==> src/rtl/mult_arbiter.sv <==
// Round-robin front end that shares one shift-add multiplier between two requesters.
// Optional feature: define MULT_ARBITER_ZERO_BYPASS_EN to answer zero-operand requests directly.
module mult_arbiter #(
  parameter int unsigned WIDTH = 4
) (
  input  logic                 clk,
  input  logic                 rst_n,
  input  logic [1:0]           req_valid,
  output logic [1:0]           req_ready,
  input  logic [WIDTH-1:0]     req_a0,
  input  logic [WIDTH-1:0]     req_b0,
  input  logic [WIDTH-1:0]     req_a1,
  input  logic [WIDTH-1:0]     req_b1,
  output logic [1:0]           resp_valid,
  input  logic [1:0]           resp_ready,
  output logic [2*WIDTH-1:0]   resp_product,
  output logic                 busy,
  output logic [WIDTH-1:0]     mult_a,
  output logic [WIDTH-1:0]     mult_b,
  output logic                 mult_start,
  input  logic [2*WIDTH-1:0]   mult_product
);

  localparam int unsigned CntW = (WIDTH > 1) ? $clog2(WIDTH) : 1;
  localparam logic [CntW-1:0] CntMax = CntW'(WIDTH - 1);

  typedef enum logic [1:0] {StIdle, StStart, StWait, StDone} state_e;

  state_e               state_q, state_d;
  logic [CntW-1:0]      cnt_q, cnt_d;
  logic                 grant_id_q, grant_id_d;
  logic                 last_grant_q, last_grant_d;
  logic [WIDTH-1:0]     mult_a_q, mult_a_d;
  logic [WIDTH-1:0]     mult_b_q, mult_b_d;
  logic                 mult_start_q, mult_start_d;
  logic [2*WIDTH-1:0]   resp_product_q, resp_product_d;

  logic                 winner;
  logic                 req_fire;
  logic [WIDTH-1:0]     sel_a;
  logic [WIDTH-1:0]     sel_b;

  // With both requesters pending, the one not granted last time wins.
  always_comb begin
    winner = 1'b0;
    unique case (req_valid)
      2'b01:   winner = 1'b0;
      2'b10:   winner = 1'b1;
      2'b11:   winner = ~last_grant_q;
      default: winner = 1'b0;
    endcase
  end

  assign req_fire = (state_q == StIdle) && (|req_valid);
  assign sel_a    = winner ? req_a1 : req_a0;
  assign sel_b    = winner ? req_b1 : req_b0;

  always_comb begin
    state_d        = state_q;
    cnt_d          = cnt_q;
    grant_id_d     = grant_id_q;
    last_grant_d   = last_grant_q;
    mult_a_d       = mult_a_q;
    mult_b_d       = mult_b_q;
    mult_start_d   = 1'b0;
    resp_product_d = resp_product_q;

    unique case (state_q)
      StIdle: begin
        if (req_fire) begin
          mult_a_d     = sel_a;
          mult_b_d     = sel_b;
          grant_id_d   = winner;
          last_grant_d = winner;
`ifdef MULT_ARBITER_ZERO_BYPASS_EN
          if ((sel_a == '0) || (sel_b == '0)) begin
            state_d        = StDone;
            resp_product_d = '0;
          end else begin
            state_d      = StStart;
            mult_start_d = 1'b1;
          end
`else
          state_d      = StStart;
          mult_start_d = 1'b1;
`endif
        end
      end
      StStart: begin
        state_d = StWait;
        cnt_d   = '0;
      end
      StWait: begin
        // The multiplier result is settled on the last wait cycle.
        if (cnt_q == CntMax) begin
          resp_product_d = mult_product;
          state_d        = StDone;
        end else begin
          cnt_d = cnt_q + 1'b1;
        end
      end
      StDone: begin
        if (resp_ready[grant_id_q]) begin
          state_d = StIdle;
        end
      end
      default: state_d = StIdle;
    endcase
  end

  always_ff @(posedge clk or negedge rst_n) begin
    if (!rst_n) begin
      state_q        <= StIdle;
      cnt_q          <= '0;
      grant_id_q     <= 1'b0;
      last_grant_q   <= 1'b1;
      mult_a_q       <= '0;
      mult_b_q       <= '0;
      mult_start_q   <= 1'b0;
      resp_product_q <= '0;
    end else begin
      state_q        <= state_d;
      cnt_q          <= cnt_d;
      grant_id_q     <= grant_id_d;
      last_grant_q   <= last_grant_d;
      mult_a_q       <= mult_a_d;
      mult_b_q       <= mult_b_d;
      mult_start_q   <= mult_start_d;
      resp_product_q <= resp_product_d;
    end
  end

  always_comb begin
    req_ready = 2'b00;
    if (req_fire) begin
      req_ready = winner ? 2'b10 : 2'b01;
    end
  end

  always_comb begin
    resp_valid = 2'b00;
    if (state_q == StDone) begin
      resp_valid = grant_id_q ? 2'b10 : 2'b01;
    end
  end

  assign busy         = (state_q != StIdle);
  assign mult_a       = mult_a_q;
  assign mult_b       = mult_b_q;
  assign mult_start   = mult_start_q;
  assign resp_product = resp_product_q;

  a_req_ready_onehot0 : assert property (@(posedge clk) disable iff (!rst_n)
    $onehot0(req_ready));
  a_resp_valid_onehot0 : assert property (@(posedge clk) disable iff (!rst_n)
    $onehot0(resp_valid));
  a_start_only_in_start : assert property (@(posedge clk) disable iff (!rst_n)
    mult_start |-> (state_q == StStart));

endmodule
==> config.mk <==
export PLATFORM = sky130hd
export DESIGN_NAME = mult_arbiter
export DESIGN_NICKNAME = d
export VERILOG_FILES = /design/src/rtl/mult_arbiter.sv
export SDC_FILE = /design/constraint.sdc
export NUM_CORES = 1
export LEC_CHECK = 0
export BUFFER_PORTS_ARGS = -buffer_cell sky130_fd_sc_hd__buf_2
export CAP_MARGIN = 20
export CORE_MARGIN = 1
export CORE_UTILIZATION = 27
export CTS_CLUSTER_DIAMETER = 120
export CTS_CLUSTER_SIZE = 20
export DETAILED_ROUTE_END_ITERATION = 10
export SETUP_SLACK_MARGIN = 0.2
export SYNTH_ARGS = -nofsm -noshare
export SYNTH_HDL_FRONTEND = slang
export SYNTH_SLANG_ARGS = --single-unit
==> constraint.sdc <==
create_clock -name clk -period 1.5 [get_ports clk]
set_input_delay 0.3 -clock clk [delete_from_list [all_inputs] [get_ports clk]]
set_output_delay 0.3 -clock clk [all_outputs]
set_load 0.01 [all_outputs]
==> key figures, run 1 <==
Synthesis
  • Synth unique cells: 25
  • Post-Syn Instances: 84
  • Synth Area in Adders: 5.93%
  • Post-synthesis mux area share: 11.6%
  • Mapped cell area: 0.00105 mm2
  • Synth Area in XOR/XNOR: 0%
  • Post-synthesis sequential area ratio: 54.7%
  • Largest family of logic cells by synthesized area: compound AO/OA/AOI/OAI gates
  • #FFs+latches synth: 23
  • YS warnings: 0
  • Synth Area in Compound Gates: 13.9%
  • Fraction of the mapped netlist area in simple logic gates: 10.9%
  • Synth Net Count: 119
  • Syn_area_per_cell: 12.6 um2

Setup path
  • Startpoint types: flip-flop
  • CP Cell Sequence: inv_2 -> ha_4 -> and2_4 -> and2_4 -> buf_6
  • WP data required: 1.20 ns
  • Crit-path slowest cell: dfrtp_1
  • Critical path class: reg2out
  • CP peak stage delay: 0.43 ns
  • Max FO, Critical Path: 5
  • CP dominant cell by count: and2_4
  • Worst R2R Setup Slack: -0.12 ns
  • Critical Path End Type: output port
  • Worst EP arrival: 1.36 ns

STA
  • Setup tns final: -1.56 ns
  • Worst-margin pin slew: 0.509 ns
  • Worst hold slack: -0.00635 ns
  • Final setup fails: 14
  • Worst setup margin: -0.163 ns
  • Period utilization: 111%
  • Worst Skew: 0.00308 ns
  • Slew Limit Fails: 0
  • Relative slew slack: 66.1%
  • Min Tclk post-route: 1.66 ns
  • Fmax: 0.601 GHz
  • Hold Vio Cnt, Final: 4
  • RSZ-0062 raised after global routing: true

Clock tree
  • Clk_lat worst skew: 0.26 ns
  • Deepest clock path buffer count: 2
  • CTS tree: yes
  • Clock transition at path regs: 0.08 ns
  • Clock sink count: 23
  • CTS root buffer: clkbuf_8
  • Inserted Clock Buffers: 3
  • H-tree depth reported by CTS: 1

Route
  • Via count: 949
  • Drt pass-1 iters: 4
  • Final ANT Viol Nets: 0
  • # DRC: 0
  • DRT iter0 DRCs: 15
  • Drt via density: 4.70
  • WL/cell: 13.0 um
  • Final wirelength: 2.62 mm

Finish
  • Multi-input gate area: 515 um2
  • Ant diodes: 0
  • Share of layout cells above drive strength 1: 65.6%
  • Filler cells: 357
  • Most common cell after layout, fill and taps aside: buf_2
  • Register Area: 578 um2
  • Final nets: 190
  • Commonest cells after routing, fill and taps aside: buf_2 (47), dfrtp_1 (21), buf_4 (12)
  • P&R area growth vs syn: 57.1%

Floorplan
  • # rows: 22
  • Core area: 0.00372 mm2
  • DIE WIDTH: 64.5 um
  • Die extent in y: 64.5 um
  • Starting Density: 28.4%
  • I/O pin total: 52
  • Die ar.: 0.00416 mm2

Global route
  • Total Routing Usage GR: 13.3%
  • Most Crowded Layer GR: met2
  • GRT Residual Overflow: 0
  • First-pass GRT wire length: 4.20 mm
  • Met2 Use GR: 24.6%
  • GR Util met3: 2.82%
  • Number of global-route vias before repair: 962
  • Met1 usage: 14.7%
  • Antenna violations before repair: 0
  • Largest net degree at the start of global routing: 24

Power and ir drop
  • Leak: 0.876 nW
  • Pwr dens: 2050 mW/mm2
  • Worst vdd ir: 0.755 mV

Run status
  • Failing checks: negative hold slack, negative setup slack
  • Status: finished, violations left

Run
  • Maxcap violations: 0

Worst hold path
  • Hold Path Class: in2async

Placed design
  • Pre-CTS setup slack: -0.0871 ns
  • PortBufs: 51
  • RD Place Congestion: 0.701
  • Dpl hpwl: 1.86 mm
## final cells by class
class | count | share of cell area, %
multi-input combinational | 53 | 31.1
clock inverter | 1 | 0.302
clock buffer | 3 | 2.49
tap | 48 | 3.63
timing repair buffer | 69 | 26.4
inverter | 5 | 1.13
sequential | 23 | 34.9
## flip-flops by register name (all words and copies together), names as in the netlist
| signal | cells |
|---|---|
| grant_id_q | 1 |
| state_q | 2 |
| mult_start | 1 |
| resp_product | 8 |
| mult_b | 4 |
| mult_a | 4 |
| last_grant_q | 1 |
| cnt_q | 2 |
## where the power goes
group / leakage (nW) / switching (W) / total, W / internal, W
sequential: 0.277 / 0.000193 / 0.00113 / 0.000940
combinational: 0.574 / 0.000783 / 0.00189 / 0.00110
clock: 0.0255 / 0.000197 / 0.000382 / 0.000185
total: 0.876 / 0.00117 / 0.00340 / 0.00223
## final timing paths
check,to,from,cells past startpoint
min,mult_b[3],rst_n,1
max in group asynchronous,state_q[1],rst_n,1
max reg2reg,mult_b[3],state_q[0],7
min in group clk,mult_b[0],req_b1[0],2
max,req_ready[0],state_q[0],5
min reg2reg,resp_product[5],resp_product[5],1
## worst max-delay path: cells and delay by family (launching register included)
family	cells	cell delay, ns
flops	1	0.43
simple gates	2	0.27
buf+inv	2	0.22
fa+ha+maj	1	0.18
## routing by layer
layer  vias up  share of wire [%]  routed length, um
met3         2                6.8                177
met2        43                 52               1370
li1        448                  -                  -
met1       456                 40               1050
met5         -                  0                  0
met4         0               0.88                 23
## cells by family after synthesis
| family | Yosys count |
|---|---|
| fa+ha+maj | 5 |
| flops | 23 |
| mux | 11 |
| simple gates | 20 |
| buf+inv | 8 |
| compound gates | 17 |
## cell usage after synthesis (all sizes together)
cell,n,area (um2)
a2bb2oi,1,8.76
clkbuf,2,7.51
inv,5,18.8
and2,3,20.0
nand2b,1,6.26
a222oi,1,10.0
a21oi,1,5.00
a22o,1,8.76
and2b,1,8.76
mux2i,1,10.0
a221o,8,80.1
buf,1,5.00
and3,8,50.1
o21ai,2,10.0
dfstp,1,26.3
nand2,3,11.3
nor3b,1,7.51
a21o,3,23.8
dfrtp,22,551
nor2,3,11.3
ha,5,62.6
mux2,10,113
## repair_timing
action,CTS,global route
buffers inserted,8,4
setup endpoints to repair,27,28
gates cloned,0,0
resized for setup,23,7
pin swaps,3,2
hold buffers,0,0
## stage by stage
step                      util, %  cells  area (um2)  total power (W)
after global routing         44.6    202        1660          0.00364
final                        44.6    202        1660          0.00340
after CTS                    43.0    198        1600          0.00327
after global placement       37.9    186        1410          0.00246
after floorplan                 -     84        1060          0.00198
after detailed placement     37.9    186        1410          0.00253
Note: power is estimated with default switching activity, not from simulation.
==> run 2, diff against run 1 <==
CORE_UTILIZATION = 40   (was 27)
PLACE_DENSITY = 0.74   (was unset)
==> run 2 against run 1 <==
  * The flow finishes with violations (negative setup slack)
  * Via count decreased by 5.7%
  * Critical path type is now reg2reg
  * Worst setup slack worse by 0.0075 ns
  * Combinational power decreased by 11%
  * Final area down 5.7%
  * Highest routed layer unchanged
  * Largest power group unchanged
  * Worst hold slack improved by 0.23 ns
  * Critical path depth decreased by 1
==> key figures, run 2 (synthesis gave the netlist of run 1 again) <==
Route
  • Drt via density: 4.97 (+5.8%)
  • Final wirelength: 2.28 mm (-13%)
  • DRT iter0 DRCs: 7 (-8)
  • WL/cell: 12.7 um (-2.4%)
  • # DRC: 0 (unchanged)
  • Via count: 895 (-5.7%)
  • Final ANT Viol Nets: 0 (unchanged)
  • Drt pass-1 iters: 6 (+2)

Placed design
  • RD Place Congestion: 0.771 (+10%)
  • Cell Area, Placed: 0.00139 mm2 (-1.1%)
  • Dpl hpwl: 1.77 mm (-5.0%)
  • PortBufs: 51 (unchanged)

Floorplan
  • Die ar.: 0.00285 mm2 (-32%)
  • Core area: 0.00248 mm2 (-33%)
  • Die extent in y: 53.4 um (-17%)
  • DIE WIDTH: 53.4 um (-17%)
  • Starting Density: 42.6% (+14 points)
  • # rows: 18 (-18%)
  • I/O pin total: 52 (unchanged)

Clock tree
  • CTS root buffer: clkbuf_4
  • Inserted Clock Buffers: 3 (unchanged)
  • CTS tree: yes
  • Clock sink count: 23 (unchanged)
  • Clk_lat worst skew: 0.30 ns (+0.04 ns)
  • H-tree depth reported by CTS: 1 (unchanged)
  • Clock transition at path regs: 0.12 ns (+0.04 ns)
  • Deepest clock path buffer count: 2 (unchanged)

Finish
  • Final nets: 186 (-2.1%)
  • Final Cell Area: 0.00156 mm2 (-5.7%)
  • P&R area growth vs syn: 48.2%
  • Largest register FFs: 8 (unchanged)
  • Ant diodes: 0 (unchanged)
  • Most common cell after layout, fill and taps aside: buf_2
  • Commonest cells after routing, fill and taps aside: buf_2 (48), dfrtp_1 (22), buf_4 (11)
  • Share of layout cells above drive strength 1: 63.3% (-2.3 points)

Power and ir drop
  • Pwr dens: 1970 mW/mm2 (-4.2%)
  • Worst vdd ir: 1.05 mV (+39%)
  • Leak: 0.838 nW (-4.3%)

Setup path
  • Critical Path End Type: flip-flop
  • Worst EP arrival: 1.86 ns (+0.50 ns)
  • WP data required: 1.69 ns (+0.49 ns)
  • Startpoint types: flip-flop
  • Max FO, Critical Path: 4 (-1)
  • Critical path class: reg2reg

Run
  • Maxcap violations: 0 (unchanged)

STA
  • RSZ-0062 raised after global routing: true
  • Period utilization: 111% (+0.50 points)
  • Worst-margin pin slew: 0.496 ns (-0.0126 ns)
  • Worst Skew: 0.00174 ns (-0.00134 ns)
  • Setup tns final: -0.809 ns (+0.756 ns)
  • Worst setup margin: -0.171 ns (-0.00749 ns)
  • Slew Limit Fails: 0 (unchanged)
  • Relative slew slack: 66.9% (+0.84 points)
  • Hold Vio Cnt, Final: 0 (-4)
  • Final setup fails: 7 (-7)
  • Fmax: 0.598 GHz (-0.45%)
  • Min Tclk post-route: 1.67 ns (+0.00749 ns)
  • Worst hold slack: 0.223 ns (+0.229 ns)

Global route
  • Antenna violations before repair: 0 (unchanged)
  • Total Routing Usage GR: 17.3% (+4.1 points)
  • Number of global-route vias before repair: 853 (-11%)
  • Largest net degree at the start of global routing: 24 (unchanged)
  • GRT Residual Overflow: 0 (unchanged)
  • First-pass GRT wire length: 3.55 mm (-15%)

Worst hold path
  • Hold Path Class: in2reg

Run status
  • Status: finished, violations left
  • Failing checks: negative setup slack
## run 2: final cells by class
| class | instances | area (um2) |
|---|---|---|
| Tap cell | 30 | 37.5 |
| Timing Repair Buffer | 65 | 389 |
| Clock buffer | 3 | 22.5 |
| Inverter | 5 | 18.8 |
| Sequential cell | 23 | 577 |
| Clock inverter | 1 | 5.00 |
| Fill cell | 213 | 915 |
| Multi-Input combinational cell | 53 | 513 |
## run 2: worst paths after layout
path / start / end / slack, ns / depth (start not counted)
min: req_b1[0] / mult_b[0] / 0.22 / 2
min reg2reg: resp_product[7] / resp_product[7] / 0.51 / 1
max: state_q[1] / state_q[1] / -0.17 / 4
max reg2reg: state_q[1] / state_q[1] / -0.17 / 4
min in group asynchronous: rst_n / resp_product[0] / 0.48 / 2
max in group asynchronous: rst_n / last_grant_q / 0.66 / 2
## run 2: critical path, cell delays in order, from the launching register on
cell	delay, ns
dfrtp_1	0.44
buf_4	0.15
ha_2	0.20
a222oi_1	0.42
mux2_1	0.36
## run 2: per-stage QoR
stage               instances  power, W  setup slack [ns]  utilization [%]
floorplan                  84   0.00198            0.0203                -
CTS                       179   0.00304            -0.162             61.8
detailed placement        169   0.00253           -0.0722             56.2
global placement          169   0.00246          0.000128             56.2
finish                    180   0.00307            -0.171             63.1
global route              180   0.00332            -0.237             63.1
## run 2: layer usage
| layer | up-vias | wire length, um | global-route usage, % |
|---|---|---|---|
| met5 | - | 0 | 0 |
| met4 | 0 | 16 | 5.26 |
| met3 | 2 | 195 | 4.31 |
| met2 | 41 | 1050 | 30.6 |
| met1 | 410 | 1010 | 20.3 |
| li1 | 442 | - | - |
## run 2: where the power goes
group / total [W] / switching [W] / internal, W
Clock: 0.000273 / 0.000174 / 0.0000992
Sequential: 0.00112 / 0.000181 / 0.000935
Combinational: 0.00168 / 0.000716 / 0.000968
## run 2: repair_timing
item | 4_1_cts | 5_1_grt
endpoints found under the setup margin | 27 | 27
hold buffers | 1 | 0
gates resized for setup | 16 | 8
setup buffers | 5 | 1
endpoints found under the hold margin | 22 | 0
pin swaps | 2 | 2
cloned | 0 | 0
